--- config.mk ---
export PLATFORM = sky130hd
export DESIGN_NAME = perceptron_array
export DESIGN_NICKNAME = d
export VERILOG_FILES = /design/src/rtl/perceptron_pkg.sv /design/src/rtl/perceptron_mac.sv /design/src/rtl/perceptron_array.sv
export SDC_FILE = /design/constraint.sdc
export NUM_CORES = 1
export LEC_CHECK = 0
export BUFFER_PORTS_ARGS = -buffer_cell sky130_fd_sc_hd__buf_2
export CORE_MARGIN = 1
export CORE_UTILIZATION = 56
export CTS_CLUSTER_DIAMETER = 40
export CTS_CLUSTER_SIZE = 24
export DETAILED_ROUTE_END_ITERATION = 8
export PLACE_DENSITY = 0.77
export SLEW_MARGIN = 5
export SYNTH_ARGS = -nofsm -noshare
export SYNTH_HDL_FRONTEND = slang
export SYNTH_SLANG_ARGS = --single-unit
--- constraint.sdc ---
create_clock -name clk -period 4.1 [get_ports clk]
set_input_delay 0.205 -clock clk [delete_from_list [all_inputs] [get_ports clk]]
set_output_delay 0.205 -clock clk [all_outputs]
set_load 0.1 [all_outputs]
--- src/rtl/perceptron_pkg.sv ---
// Shared types and width helpers for the multi-class bit-serial perceptron.
package perceptron_pkg;

  typedef enum logic [1:0] {
    IDLE,
    ACCUM,
    COMPARE,
    DONE
  } state_t;

  function automatic int cls_w(input int n_classes);
    int w;
    w = $clog2(n_classes);
    return (w < 1) ? 1 : w;
  endfunction

  function automatic int idx_w(input int width);
    return $clog2(width + 1);
  endfunction

  // One extra bit on top of the worst-case sum keeps the signed range safe.
  function automatic int acc_w(input int weight_w, input int width);
    return weight_w + $clog2(width + 1) + 1;
  endfunction

endpackage

--- src/rtl/perceptron_mac.sv ---
// One class: signed weight row, optional bias register and the running score.
// Bias storage exists only when PERCEPTRON_ARRAY_BIAS_EN is defined.
module perceptron_mac
  import perceptron_pkg::*;
#(
  parameter int WIDTH    = 25,
  parameter int WEIGHT_W = 4,
  localparam int IDX_W   = idx_w(WIDTH),
  localparam int ACC_W   = acc_w(WEIGHT_W, WIDTH)
) (
  input  logic                       clk,
  input  logic                       rst_n,
  input  logic                       w_we,
  input  logic [IDX_W-1:0]           w_idx,
  input  logic signed [WEIGHT_W-1:0] w_data,
  input  logic                       load,
  input  logic                       add_en,
  input  logic [IDX_W-1:0]           bit_idx,
  output logic signed [ACC_W-1:0]    acc
);

  logic signed [WEIGHT_W-1:0] weight [WIDTH];
  logic signed [WEIGHT_W-1:0] cur_w;
  logic signed [WEIGHT_W-1:0] load_val;

  // NOTE: weights are runtime state that must read as zero after reset, so
  // this register array is reset explicitly instead of left to power-up.
  always_ff @(posedge clk) begin
    if (!rst_n) begin
      for (int i = 0; i < WIDTH; i++) weight[i] <= '0;
    end else begin
      for (int i = 0; i < WIDTH; i++)
        if (w_we && w_idx == IDX_W'(i)) weight[i] <= w_data;
    end
  end

`ifdef PERCEPTRON_ARRAY_BIAS_EN
  logic signed [WEIGHT_W-1:0] bias;

  always_ff @(posedge clk) begin
    if (!rst_n)                                 bias <= '0;
    else if (w_we && w_idx == IDX_W'(WIDTH))    bias <= w_data;
  end

  // A bias written on the accept edge must already seed this image.
  assign load_val = (w_we && w_idx == IDX_W'(WIDTH)) ? w_data : bias;
`else
  assign load_val = '0;
`endif

  assign cur_w = weight[bit_idx];

  always_ff @(posedge clk) begin
    if (!rst_n)
      acc <= '0;
    else if (load)
      acc <= $signed({{(ACC_W-WEIGHT_W){load_val[WEIGHT_W-1]}}, load_val});
    else if (add_en)
      acc <= acc + $signed({{(ACC_W-WEIGHT_W){cur_w[WEIGHT_W-1]}}, cur_w});
  end

endmodule

--- src/rtl/perceptron_array.sv ---
// Multi-class bit-serial perceptron: FSM, image shift register, argmax and handshakes.
// Optional per-class bias enabled by defining PERCEPTRON_ARRAY_BIAS_EN.
module perceptron_array
  import perceptron_pkg::*;
#(
  parameter int WIDTH     = 25,
  parameter int N_CLASSES = 2,
  parameter int WEIGHT_W  = 4,
  localparam int CLS_W    = cls_w(N_CLASSES),
  localparam int IDX_W    = idx_w(WIDTH),
  localparam int ACC_W    = acc_w(WEIGHT_W, WIDTH)
) (
  input  logic                       clk,
  input  logic                       rst_n,
  input  logic [WIDTH-1:0]           in,
  input  logic                       in_valid,
  output logic                       in_ready,
  input  logic                       w_we,
  input  logic [CLS_W-1:0]           w_class,
  input  logic [IDX_W-1:0]           w_idx,
  input  logic signed [WEIGHT_W-1:0] w_data,
  output logic                       w_err,
  output logic                       out_valid,
  input  logic                       out_ready,
  output logic [CLS_W-1:0]           out_class,
  output logic signed [ACC_W-1:0]    out_score
);

  state_t                  state, state_nxt;
  logic [WIDTH-1:0]        shreg;
  logic [IDX_W-1:0]        bit_cnt;
  logic [CLS_W-1:0]        cmp_idx;
  logic signed [ACC_W-1:0] acc [N_CLASSES];
  logic [CLS_W-1:0]        best_class, cand_class;
  logic signed [ACC_W-1:0] best_score, cand_score;
  logic                    accept, idx_ok, cls_ok, w_ok;

  assign in_ready = rst_n && (state == IDLE);
  assign accept   = in_valid && in_ready;

`ifdef PERCEPTRON_ARRAY_BIAS_EN
  assign idx_ok = int'(w_idx) <= WIDTH;
`else
  assign idx_ok = int'(w_idx) < WIDTH;
`endif
  assign cls_ok = int'(w_class) < N_CLASSES;
  assign w_ok   = w_we && (state == IDLE) && idx_ok && cls_ok;

  for (genvar c = 0; c < N_CLASSES; c++) begin : g_mac
    perceptron_mac #(
      .WIDTH    (WIDTH),
      .WEIGHT_W (WEIGHT_W)
    ) u_mac (
      .clk     (clk),
      .rst_n   (rst_n),
      .w_we    (w_ok && (w_class == CLS_W'(c))),
      .w_idx   (w_idx),
      .w_data  (w_data),
      .load    (accept),
      .add_en  ((state == ACCUM) && shreg[0]),
      .bit_idx (bit_cnt),
      .acc     (acc[c])
    );
  end

  // NOTE: every variable assigned in an always_comb gets a default first so
  // no path leaves it unassigned and a latch is never inferred.
  always_comb begin
    state_nxt = state;
    unique case (state)
      IDLE:    if (in_valid)                              state_nxt = ACCUM;
      ACCUM:   if (bit_cnt == IDX_W'(WIDTH - 1))          state_nxt = COMPARE;
      COMPARE: if (cmp_idx == CLS_W'(N_CLASSES - 1))      state_nxt = DONE;
      DONE:    if (out_ready)                             state_nxt = IDLE;
      default:                                            state_nxt = IDLE;
    endcase
  end

  // The first compare step seeds from class 0; strict > keeps ties on the lower index.
  always_comb begin
    cand_class = best_class;
    cand_score = best_score;
    if (cmp_idx == CLS_W'(1)) begin
      cand_class = '0;
      cand_score = acc[0];
    end
    if (acc[cmp_idx] > cand_score) begin
      cand_class = cmp_idx;
      cand_score = acc[cmp_idx];
    end
  end

  // NOTE: sequential state uses non-blocking assignments so every register
  // samples pre-edge values regardless of statement order.
  always_ff @(posedge clk) begin
    if (!rst_n) begin
      state      <= IDLE;
      shreg      <= '0;
      bit_cnt    <= '0;
      cmp_idx    <= CLS_W'(1);
      best_class <= '0;
      best_score <= '0;
      w_err      <= 1'b0;
    end else begin
      state <= state_nxt;
      w_err <= w_we && !w_ok;
      unique case (state)
        IDLE: if (accept) begin
          shreg   <= in;
          bit_cnt <= '0;
          cmp_idx <= CLS_W'(1);
        end
        ACCUM: begin
          shreg   <= shreg >> 1;
          bit_cnt <= bit_cnt + IDX_W'(1);
        end
        COMPARE: begin
          best_class <= cand_class;
          best_score <= cand_score;
          cmp_idx    <= cmp_idx + CLS_W'(1);
        end
        default: ;
      endcase
    end
  end

  assign out_valid = (state == DONE);
  assign out_class = best_class;
  assign out_score = best_score;

endmodule

==> reports/metrics.yaml, run 1 <==
global_routing:
  grt_overflow_total: 0
  grt_max_degree: 63
  grt_pass1_vias: 8661
  grt_usage_pct: 25.0
  antenna_found_initial: 0
  grt_pass1_wl_um: 46000
timing:
  rsz0062_at_grt: "false"
  hold_viol_final: 0
  max_freq_ghz: 0.260
  min_period_ns: 3.85
  drv_slew: 0
  setup_viol: 0
  fin_crit_sh_pct: 93.8
  slew_headroom_pct: 19.1
  worstMarginPinSlew_ns: 1.21
  finClkSkew_ns: 0.0309
  tns_ns: 0
floorplanning:
  coreArea_mm2: 0.0227
  dieArea_mm2: 0.0239
  ios: 54
  row_count: 55
  die_x_um: 155
  die_h_um: 155
  start_util_pct: 57.4
clock_network:
  cts_tree: "built"
  postCtsSetupBuffers: 0
  cts_root_buffer: "clkbuf_16"
  htree_levels: 2
  cts_buffer_depth: 3
  numCtsBuffers: 36
  insertion_delay_ns: 0.54
  clk_pin_slew_ns: 0.06
  cts_num_sinks: 270
routing:
  ant_nets: 0
  drt_iter0_markers: 842
  wl_per_cell_um: 20.0
  first_pass_iters: 6
  vias: 8819
  viasPerCell: 6.08
  routed_wl_um: 29000
  route.detailed.drc: 0
worst_setup_path:
  end_kind: "flop"
  crit_type: "flop to flop"
  start_kind: "flop"
  crit_fanout: 30
  required_ns: 4.49
  worstPathArrival_ns: 4.23
layout:
  drive_gt1_share_pct: 18.8
  areaGrowthSynthToFinish_pct: 13.9
  fin_nets: 1214
  fin_cells: 1450
  antenna_cells: 0
power:
  power_mw: 8.04
  ir_drop_uv: 627
  power_density_mw_per_mm2: 542
  leakagePower_nw: 5.74
synth:
  synth-async-reset-ratio_pct: 0
  syn_avg_cell_area_um2: 11.9
  ys_warn_count: 0
  synth_top_area_share_pct: 46.1
  synthTopCellsByArea: "edfxtp_1, dfxtp_1, mux4_2"
  ys_dominant_reg_cell: "edfxtp_1"
  synth_enable_flop_cells: 200
  seq_area_frac_synth_pct: 56.8
  synth_top_cell_by_area: "edfxtp_1"
  synth-seq-cells: 270
  synth_nets: 1173
  synth_cell_types: 54
  syn_inst: 1096
  syn-cell-area_mm2: 0.0130
placement:
  portBuffers: 53
  dp_cells: 1383
  place.gp.congestion: 0.854
  hpwl_um: 19100
run:
  max_cap_violations: 0
run_status:
  status: "finished, final reports clean"
worst_hold_path:
  hold_path.class: "primary input to flop"
-- kinds of logic (layout without fill, tap and decap cells) --
group	after synthesis	after routing	share of synthesized area [%]
AND/OR/NAND/NOR	424	424	14.1
AO/OA/AOI/OAI	145	145	7.55
multiplexers	115	115	14.2
XOR/XNOR	11	11	0.796
flip-flops	270	270	56.8
buffers and inverters	94	163	2.94
adder cells (fa/ha/maj)	37	37	3.66
-- power breakdown --
group | switching [mW] | leakage (nW) | total [mW] | internal (mW)
logic | 0.929 | 2.49 | 1.53 | 0.596
clock network | 1.30 | 0.617 | 3.25 | 1.95
registers | 0.122 | 2.64 | 3.27 | 3.15
total | 2.35 | 5.74 | 8.04 | 5.69
-- registers in the layout, summed over array words and instances (netlist names), named ones only --
signal              count
bit_cnt                 5
cmp_idx                 1
g_mac.u_mac.acc        20
g_mac.u_mac.weight    200
out_class               1
out_score              10
shreg                  25
state                   2
w_err                   1
-- worst max-delay path: stages (launching register included) --
cell and delay (ns):
dfxtp_2 0.38, buf_12 0.25, mux4_2 0.52, mux2_2 0.28
mux4_2 0.50, ha_1 0.35, nor2b_1 0.18, o21ai_1 0.09
a21oi_1 0.21, o21ai_1 0.11, a211o_1 0.28, nand4_1 0.09
or3b_2 0.44
-- per-stage QoR --
step | util, % | hold slack (ns) | setup WS (ns) | area, µm²
floorplan | - | 0.330 | 0.310 | 13000
global placement | 59.8 | 0.478 | 0.299 | 13600
detailed placement | 59.8 | 0.479 | 0.239 | 13600
CTS | 65.4 | 0.0153 | 0.211 | 14800
global route | 65.4 | 0.0313 | 0.0572 | 14800
finish | 65.4 | 0.0285 | 0.255 | 14800
-- area by class of cell --
| class | count | area (µm²) |
|---|---|---|
| Clock buffer | 38 | 918 |
| Clock inverter | 28 | 349 |
| Fill cell | 1612 | 7860 |
| Inverter | 25 | 93.8 |
| Multi-Input combinational cell | 732 | 5270 |
| Sequential cell | 270 | 7410 |
| Tap cell | 285 | 357 |
| Timing Repair Buffer | 72 | 450 |
-- placed cells by master, fill, tap and decap left out, types with 24 or more instances in the layout --
cell       synthesis  final
edfxtp_1         200    200
nor2_1           185    185
nand2_1          132    132
dfxtp_1           70     67
buf_2              9     52
mux4_2            48     48
o21ai_0           47     45
mux2i_1           38     38
clkbuf_16          0     36
ha_1              35     34
a21oi_1           26     26
mux2_2            25     25
o211a_1           25     25
inv_1             24     24
-- synthesized netlist by cell type, types with 4 or more instances --
library cell / n
a211oi_1: 11
a21oi_1: 26
and2_1: 8
and3_1: 5
buf_1: 7
buf_2: 9
clkbuf_1: 49
dfxtp_1: 70
edfxtp_1: 200
ha_1: 35
inv_1: 24
mux2_2: 25
mux2i_1: 38
mux4_1: 4
mux4_2: 48
nand2_1: 132
nand2b_1: 6
nand3_1: 22
nand3b_1: 12
nand4_1: 7
nor2_1: 185
nor2b_1: 16
nor3_1: 16
o211a_1: 25
o211ai_1: 5
o21ai_0: 47
o311ai_0: 10
or3_1: 4
xnor2_1: 7
-- repair_timing --
action	4_1_cts	5_1_grt
hold buffers	1	0
gates resized for setup	0	2
hold endpoints to repair	1	0
setup endpoints to repair	0	1
-- per-layer routing --
metal	part of all wire, %	vias to the layer above	GRT usage (%)
met4	3.1	0	10.0
met5	0	-	0
li1	-	4125	-
met1	41	4261	33.5
met3	7.5	85	4.20
met2	48	348	40.8
-- path summary, 6_finish.rpt --
path	cells after the start	start	endpoint	slack [ns]
setup / recovery	12	flop	g_mac[0].u_mac.acc[8]	0.25
hold / removal	4	in[19]	shreg[19]	0.03
setup reg to reg	12	flop	g_mac[0].u_mac.acc[8]	0.25
hold reg to reg	2	g_mac[1].u_mac.acc[5]	g_mac[1].u_mac.acc[5]	0.48
Note: power is estimated with default switching activity, not from simulation.
==> run 2, diff against run 1 <==
--- a/config.mk
+++ b/config.mk
@@ -11,7 +11,7 @@
 export CTS_CLUSTER_DIAMETER = 40
 export CTS_CLUSTER_SIZE = 24
 export DETAILED_ROUTE_END_ITERATION = 8
-export PLACE_DENSITY = 0.77
+export PLACE_DENSITY = 0.76
 export SLEW_MARGIN = 5
 export SYNTH_ARGS = -nofsm -noshare
 export SYNTH_HDL_FRONTEND = slang
==> reports/metrics.yaml, run 2 (same netlist as run 1, synthesis figures left out) <==
power:
  power_density_mw_per_mm2: 536  # -0.97%
  ir_drop_uv: 478  # -24%
  leakagePower_nw: 5.76  # +0.35%
worst_hold_path:
  hold_path.class: "primary input to flop"
clock_network:
  cts_buffer_depth: 3  # unchanged
  htree_levels: 2  # unchanged
  insertion_delay_ns: 0.53  # about the same
  clk_pin_slew_ns: 0.06  # about the same
  cts_root_buffer: "clkbuf_16"
  numCtsBuffers: 36  # unchanged
  hold_buffers: 0  # -1
  cts_tree: "built"
  cts_num_sinks: 270  # unchanged
timing:
  drv_slew: 0  # unchanged
  hold_slack_ns: 0.0244  # -0.00409 ns
  rsz0062_at_grt: "false"
  hold_viol_final: 0  # unchanged
  slew_headroom_pct: 21.5  # +2.4 points
  max_freq_ghz: 0.256  # -1.6%
  tns_ns: 0  # unchanged
  setup_viol: 0  # unchanged
  finClkSkew_ns: 0.0279  # -0.00299 ns
  min_period_ns: 3.91  # +0.0618 ns
  fin_crit_sh_pct: 95.3  # +1.5 points
  worstMarginPinSlew_ns: 1.17  # -0.0364 ns
floorplanning:
  coreArea_mm2: 0.0227  # unchanged
  die_x_um: 155  # unchanged
  die_h_um: 155  # unchanged
  start_util_pct: 57.4  # unchanged
  row_count: 55  # unchanged
  dieArea_mm2: 0.0239  # unchanged
  ios: 54  # unchanged
layout:
  largestRegisters: "g_mac.u_mac.weight (200), shreg (25), g_mac.u_mac.acc (20)"
  mostFrequentLayoutCell: "edfxtp_1"
  layout_common_cells: "edfxtp_1, nor2_1, nand2_1"
  largest_register_ffs: 200  # unchanged
  drive_gt1_share_pct: 19.1  # +0.30 points
  areaGrowthSynthToFinish_pct: 14.0
  antenna_cells: 0  # unchanged
  largest-register: "g_mac.u_mac.weight"
  fin_nets: 1222  # +0.66%
worst_setup_path:
  worstPathArrival_ns: 4.29  # +0.06 ns
  r2r_slack_ns: 0.19  # -0.06 ns
  crit_fanout: 6  # -80%
  crit_type: "flop to flop"
  start_kind: "flop"
  required_ns: 4.49  # about the same
  reg2reg_to: "g_mac[0].u_mac.acc[8]"
  crit_end: "g_mac[0].u_mac.acc[8]"
  end_kind: "flop"
  reg2reg_depth: 12  # unchanged
routing:
  vias: 8918  # +1.1%
  routed_wl_um: 29800  # +2.8%
  wl_per_cell_um: 20.4  # +2.3%
  drt_iter0_markers: 814  # -3.3%
  route.detailed.drc: 0  # unchanged
  first_pass_iters: 5  # -1
  ant_nets: 0  # unchanged
  viasPerCell: 6.12  # +0.57%
global_routing:
  grt_pass1_vias: 8841  # +2.1%
  grt_pass1_wl_um: 47400  # +2.9%
  grt_overflow_total: 0  # unchanged
  grt_max_degree: 73  # +16%
  grt_usage_pct: 25.9  # +0.96 points
  antenna_found_initial: 0  # unchanged
placement:
  place.gp.congestion: 0.887  # +3.9%
  portBuffers: 53  # unchanged
  hpwl_um: 19900  # +4.3%
run_status:
  status: "finished, final reports clean"
run:
  max_cap_violations: 0  # unchanged
[run 2: cell count changes in the layout (fill, tap and decap cells not counted), moves of 2 or more]
cell,change
buf_4,+9
clkinv_1,-2
o21ai_1,-2
inv_8,-2
inv_6,-5
clkbuf_1,+6
o21ai_0,+2
clkinv_4,+6
[run 2: report_power, final]
group,switching (mW),total (mW),internal [mW],leakage (nW)
Sequential,0.128,3.28,3.15,2.64
Combinational,0.946,1.55,0.609,2.53
Clock,1.22,3.14,1.93,0.595
[run 2: worst max-delay path, cell delays in order (launching register included)]
cell     delay [ns]
dfxtp_2        0.43
buf_4          0.19
mux4_2         0.51
mux2_2         0.31
mux4_2         0.47
ha_1           0.34
nor2b_1        0.18
o21ai_0        0.13
a21oi_1        0.25
o21ai_0        0.14
a211o_1        0.29
nand4_1        0.08
or3b_2         0.44
[run 2: timing repair]
item,CTS,global route
endpoints found under the setup margin,0,1
buffers inserted,0,0
hold endpoints to repair,0,0
gates resized for setup,0,1
[run 2: area by class of cell]
class                   instances  area, µm²
clock buffers                  44        941
fillers                      1684       7840
well taps                     285        357
flip-flops and latches        270       7410
repair buffers                 80        508
multi-input cells             732       5270
clock inverters                22        284
inverters                      25       93.8
[run 2: how the worst min path moves through the flow]
stage / startpoint / to / slack (ns) / cells after the start
after floorplan: w_we / w_err / 0.33 / 2
after global placement: shreg[23] / shreg[23] / 0.48 / 1
after detailed placement: g_mac[1].u_mac.acc[5] / g_mac[1].u_mac.acc[5] / 0.49 / 2
after CTS: in[7] / shreg[7] / 0.01 / 4
after global routing: w_we / w_err / 0.02 / 3
final: in[7] / shreg[7] / 0.02 / 4
[run 2: through the flow]
stage	util (%)	setup slack, ns	total power [mW]	instance area, µm²	instances
floorplan	-	0.310	4.48	13000	1096
global placement	60.1	0.334	4.81	13600	1392
detailed placement	60.1	0.311	4.87	13600	1392
CTS	65.5	0.209	8.00	14900	1458
global route	65.5	0.0198	8.29	14900	1458
finish	65.5	0.193	7.97	14900	1458
[run 2: per-layer routing]
metal  vias to the layer above  wire, µm  global-route usage [%]
met4                         0      1060                    10.3
li1                       4136         -                       -
met5                         -         0                       0
met1                      4354     12000                    34.2
met2                       352     14400                    42.7
met3                        76      2320                    4.85
==> run 3, diff against run 2 <==
--- a/config.mk
+++ b/config.mk
@@ -15,4 +15,5 @@
 export SLEW_MARGIN = 5
 export SYNTH_ARGS = -nofsm -noshare
 export SYNTH_HDL_FRONTEND = slang
+export SYNTH_HIERARCHICAL = 1
 export SYNTH_SLANG_ARGS = --single-unit
==> reports/metrics.yaml, run 3 <==
floorplanning:
  coreArea_mm2: 0.0228  # +0.30%
  start_util_pct: 57.5  # +0.10 points
  die_h_um: 155  # +0.24%
  ios: 54  # unchanged
  dieArea_mm2: 0.0240  # +0.47%
  die_x_um: 155  # +0.24%
  row_count: 55  # unchanged
layout:
  largestRegisters: "g_mac.u_mac/weight (200), shreg (25), g_mac.u_mac/acc (20)"
  fin_cells: 1484  # +1.8%
  nFillCells: 1697  # +0.77%
  largest_register_ffs: 200  # unchanged
  utilization_pct: 65.7  # +0.19 points
  areaGrowthSynthToFinish_pct: 14.1
  drive_gt1_share_pct: 18.4  # -0.74 points
  layout_common_cells: "nor2_1, edfxtp_1, nand2_1"
  fin_nets: 1221  # -0.082%
  antenna_cells: 0  # unchanged
  mostFrequentLayoutCell: "nor2_1"
  largest-register: "g_mac.u_mac/weight"
global_routing:
  grt_pass1_wl_um: 46400  # -2.1%
  grt_usage_pct: 25.1  # -0.82 points
  grt_max_degree: 33  # -55%
  antenna_found_initial: 0  # unchanged
  grt_overflow_total: 0  # unchanged
  grt_pass1_vias: 8723  # -1.3%
worst_hold_path:
  min_delay_path_depth: 3  # -1
  min_from: "in[3]"
  hold_path.class: "primary input to flop"
power:
  power_density_mw_per_mm2: 528  # -1.6%
  leakagePower_nw: 5.84  # +1.3%
  ir_drop_uv: 375  # -22%
synth:
  ys_warn_count: 6  # +6
  synth.most_common_cell: "nor2_1"
  synth-seq-cells: 265  # -1.9%
  synthTopCellsByArea: "edfxtp_1, dfxtp_1, nor2_1"
  synth_common_cells: "nor2_1, edfxtp_1, nand2_1"
  synth_cell_types: 63  # +17%
  synth_enable_flop_cells: 200  # unchanged
  seq_area_frac_synth_pct: 55.8  # -1.0 points
  synth_nets: 1149  # -2.0%
  syn-cell-area_mm2: 0.0131  # +0.48%
  syn_inst: 1072  # -2.2%
  synth_top_area_share_pct: 45.8  # -0.22 points
  synth_top_cell_by_area: "edfxtp_1"
  syn_avg_cell_area_um2: 12.2  # +2.7%
  synth-async-reset-ratio_pct: 0  # unchanged
  ys_dominant_reg_cell: "edfxtp_1"
routing:
  viasPerCell: 5.92  # -3.2%
  first_pass_iters: 5  # unchanged
  vias: 8791  # -1.4%
  wl_per_cell_um: 19.8  # -2.9%
  ant_nets: 0  # unchanged
  drt_iter0_markers: 704  # -14%
  routed_wl_um: 29400  # -1.2%
  route.detailed.drc: 0  # unchanged
worst_setup_path:
  path_cells: "buf_12, mux4_2, mux2_2, mux4_2, ha_1, fa_1, a21o_1, a21oi_1, o21bai_1, a2111oi_2, buf_4, nor3_1, nand3b_1"
  required_ns: 4.48  # about the same
  start_kind: "flop"
  r2r_slack_ns: 0.14  # -0.05 ns
  cp.depth: 13  # +1
  end_kind: "flop"
  cpMostUsedCell: "mux4_2"
  slowest_stage: "mux4_2"
  crit_fanout: 13  # +7
  reg2reg_depth: 13  # +1
  max_stage_delay_ns: 0.52  # about the same
  crit_type: "flop to flop"
  critPathBufInv: 2  # +1
  critical-path-top-delay-family: "multiplexers"
  reg2reg_from: "bit_cnt[0]"
  worstPathArrival_ns: 4.33  # +0.04 ns
  worstSetupStartpoint: "bit_cnt[0]"
timing:
  tns_ns: 0  # unchanged
  min_period_ns: 3.96  # +0.0492 ns
  max_freq_ghz: 0.253  # -1.2%
  worstMarginPinSlew_ns: 1.02  # -0.152 ns
  fin_crit_sh_pct: 96.5  # +1.2 points
  setup_viol: 0  # unchanged
  slew_headroom_pct: 31.9  # +10 points
  drv_slew: 0  # unchanged
  hold_viol_final: 0  # unchanged
  finClkSkew_ns: 0.0308  # +0.00291 ns
clock_network:
  insertion_delay_ns: 0.52  # about the same
  cts_buffer_depth: 3  # unchanged
  cts_root_buffer: "clkbuf_16"
  numCtsBuffers: 35  # -2.8%
  clk_pin_slew_ns: 0.07  # about the same
  cts_num_sinks: 265  # -1.9%
  htree_levels: 2  # unchanged
  cts_tree: "built"
run_status:
  status: "finished, final reports clean"
placement:
  hpwl_um: 20100  # +1.2%
  dp_cells: 1414  # +1.6%
  portBuffers: 53  # unchanged
  place.gp.congestion: 0.823  # -7.2%
run:
  max_cap_violations: 0  # unchanged
-- run 3: path summary, 6_finish.rpt --
path	to
max	g_mac[0].u_mac/acc[8]
min	shreg[3]
max reg2reg	g_mac[0].u_mac/acc[8]
min reg2reg	g_mac[1].u_mac/acc[9]
-- run 3: kinds of logic after synthesis --
logic type / after synthesis / synth area share [%]
flops: 265 / 55.8
compound gates: 132 / 7.28
mux: 132 / 16.0
buf+inv: 90 / 3.44
xor+xnor: 15 / 1.00
fa+ha+maj: 37 / 3.65
simple gates: 401 / 12.9
-- run 3: repair_timing --
item	4_1_cts	5_1_grt
setup endpoints to repair	2	3
setup buffers	0	3
endpoints found under the hold margin	2	0
hold buffers	3	0
gates resized for setup	3	4
pin swaps	0	1
-- run 3: per-stage QoR --
| stage | setup WS [ns] | hold WS (ns) | power, mW | cell area (µm²) |
|---|---|---|---|---|
| after floorplan | 0.118 | 0.321 | 4.52 | 13100 |
| after global placement | 0.0584 | 0.469 | 4.84 | 13700 |
| after detailed placement | -0.0352 | 0.475 | 4.89 | 13700 |
| after CTS | 0.0647 | 0.0219 | 7.92 | 14900 |
| after global routing | -0.00949 | 0.0306 | 8.23 | 15000 |
| final | 0.144 | 0.0344 | 7.89 | 15000 |
-- run 3: worst reg2reg max path, delay by kind of cell, from the launching register on --
kind	cells	cell delay [ns]
and+or+nand+nor	2	0.19
DFF	1	0.48
muxes	3	1.29
buffers and inverters	2	0.37
AOI/OAI and AO/OA	4	0.83
adders and majority gates	2	0.66
-- run 3: area by class of cell --
cell class	count	area [µm²]	share of cell area (%)
Sequential cell	265	7320	48.9
Inverter	36	135	0.904
Tap cell	313	392	2.62
Multi-Input combinational cell	717	5370	35.9
Timing Repair Buffer	89	568	3.80
Clock buffer	38	908	6.07
Clock inverter	26	267	1.78
-- run 3: per-layer routing --
layer	track usage, %	part of all wire [%]	vias up
met5	0	0	-
met4	7.83	2.2	0
met3	5.13	8.2	55
met2	41.3	48	357
met1	33.7	41	4273
li1	-	-	4106
-- run 3: power by group --
| part | switching [mW] | leakage (nW) | internal (mW) | total (mW) |
|---|---|---|---|---|
| Combinational | 0.969 | 2.67 | 0.660 | 1.63 |
| Sequential | 0.134 | 2.60 | 3.10 | 3.24 |
| Clock | 1.19 | 0.572 | 1.83 | 3.03 |
| Total | 2.30 | 5.84 | 5.59 | 7.89 |
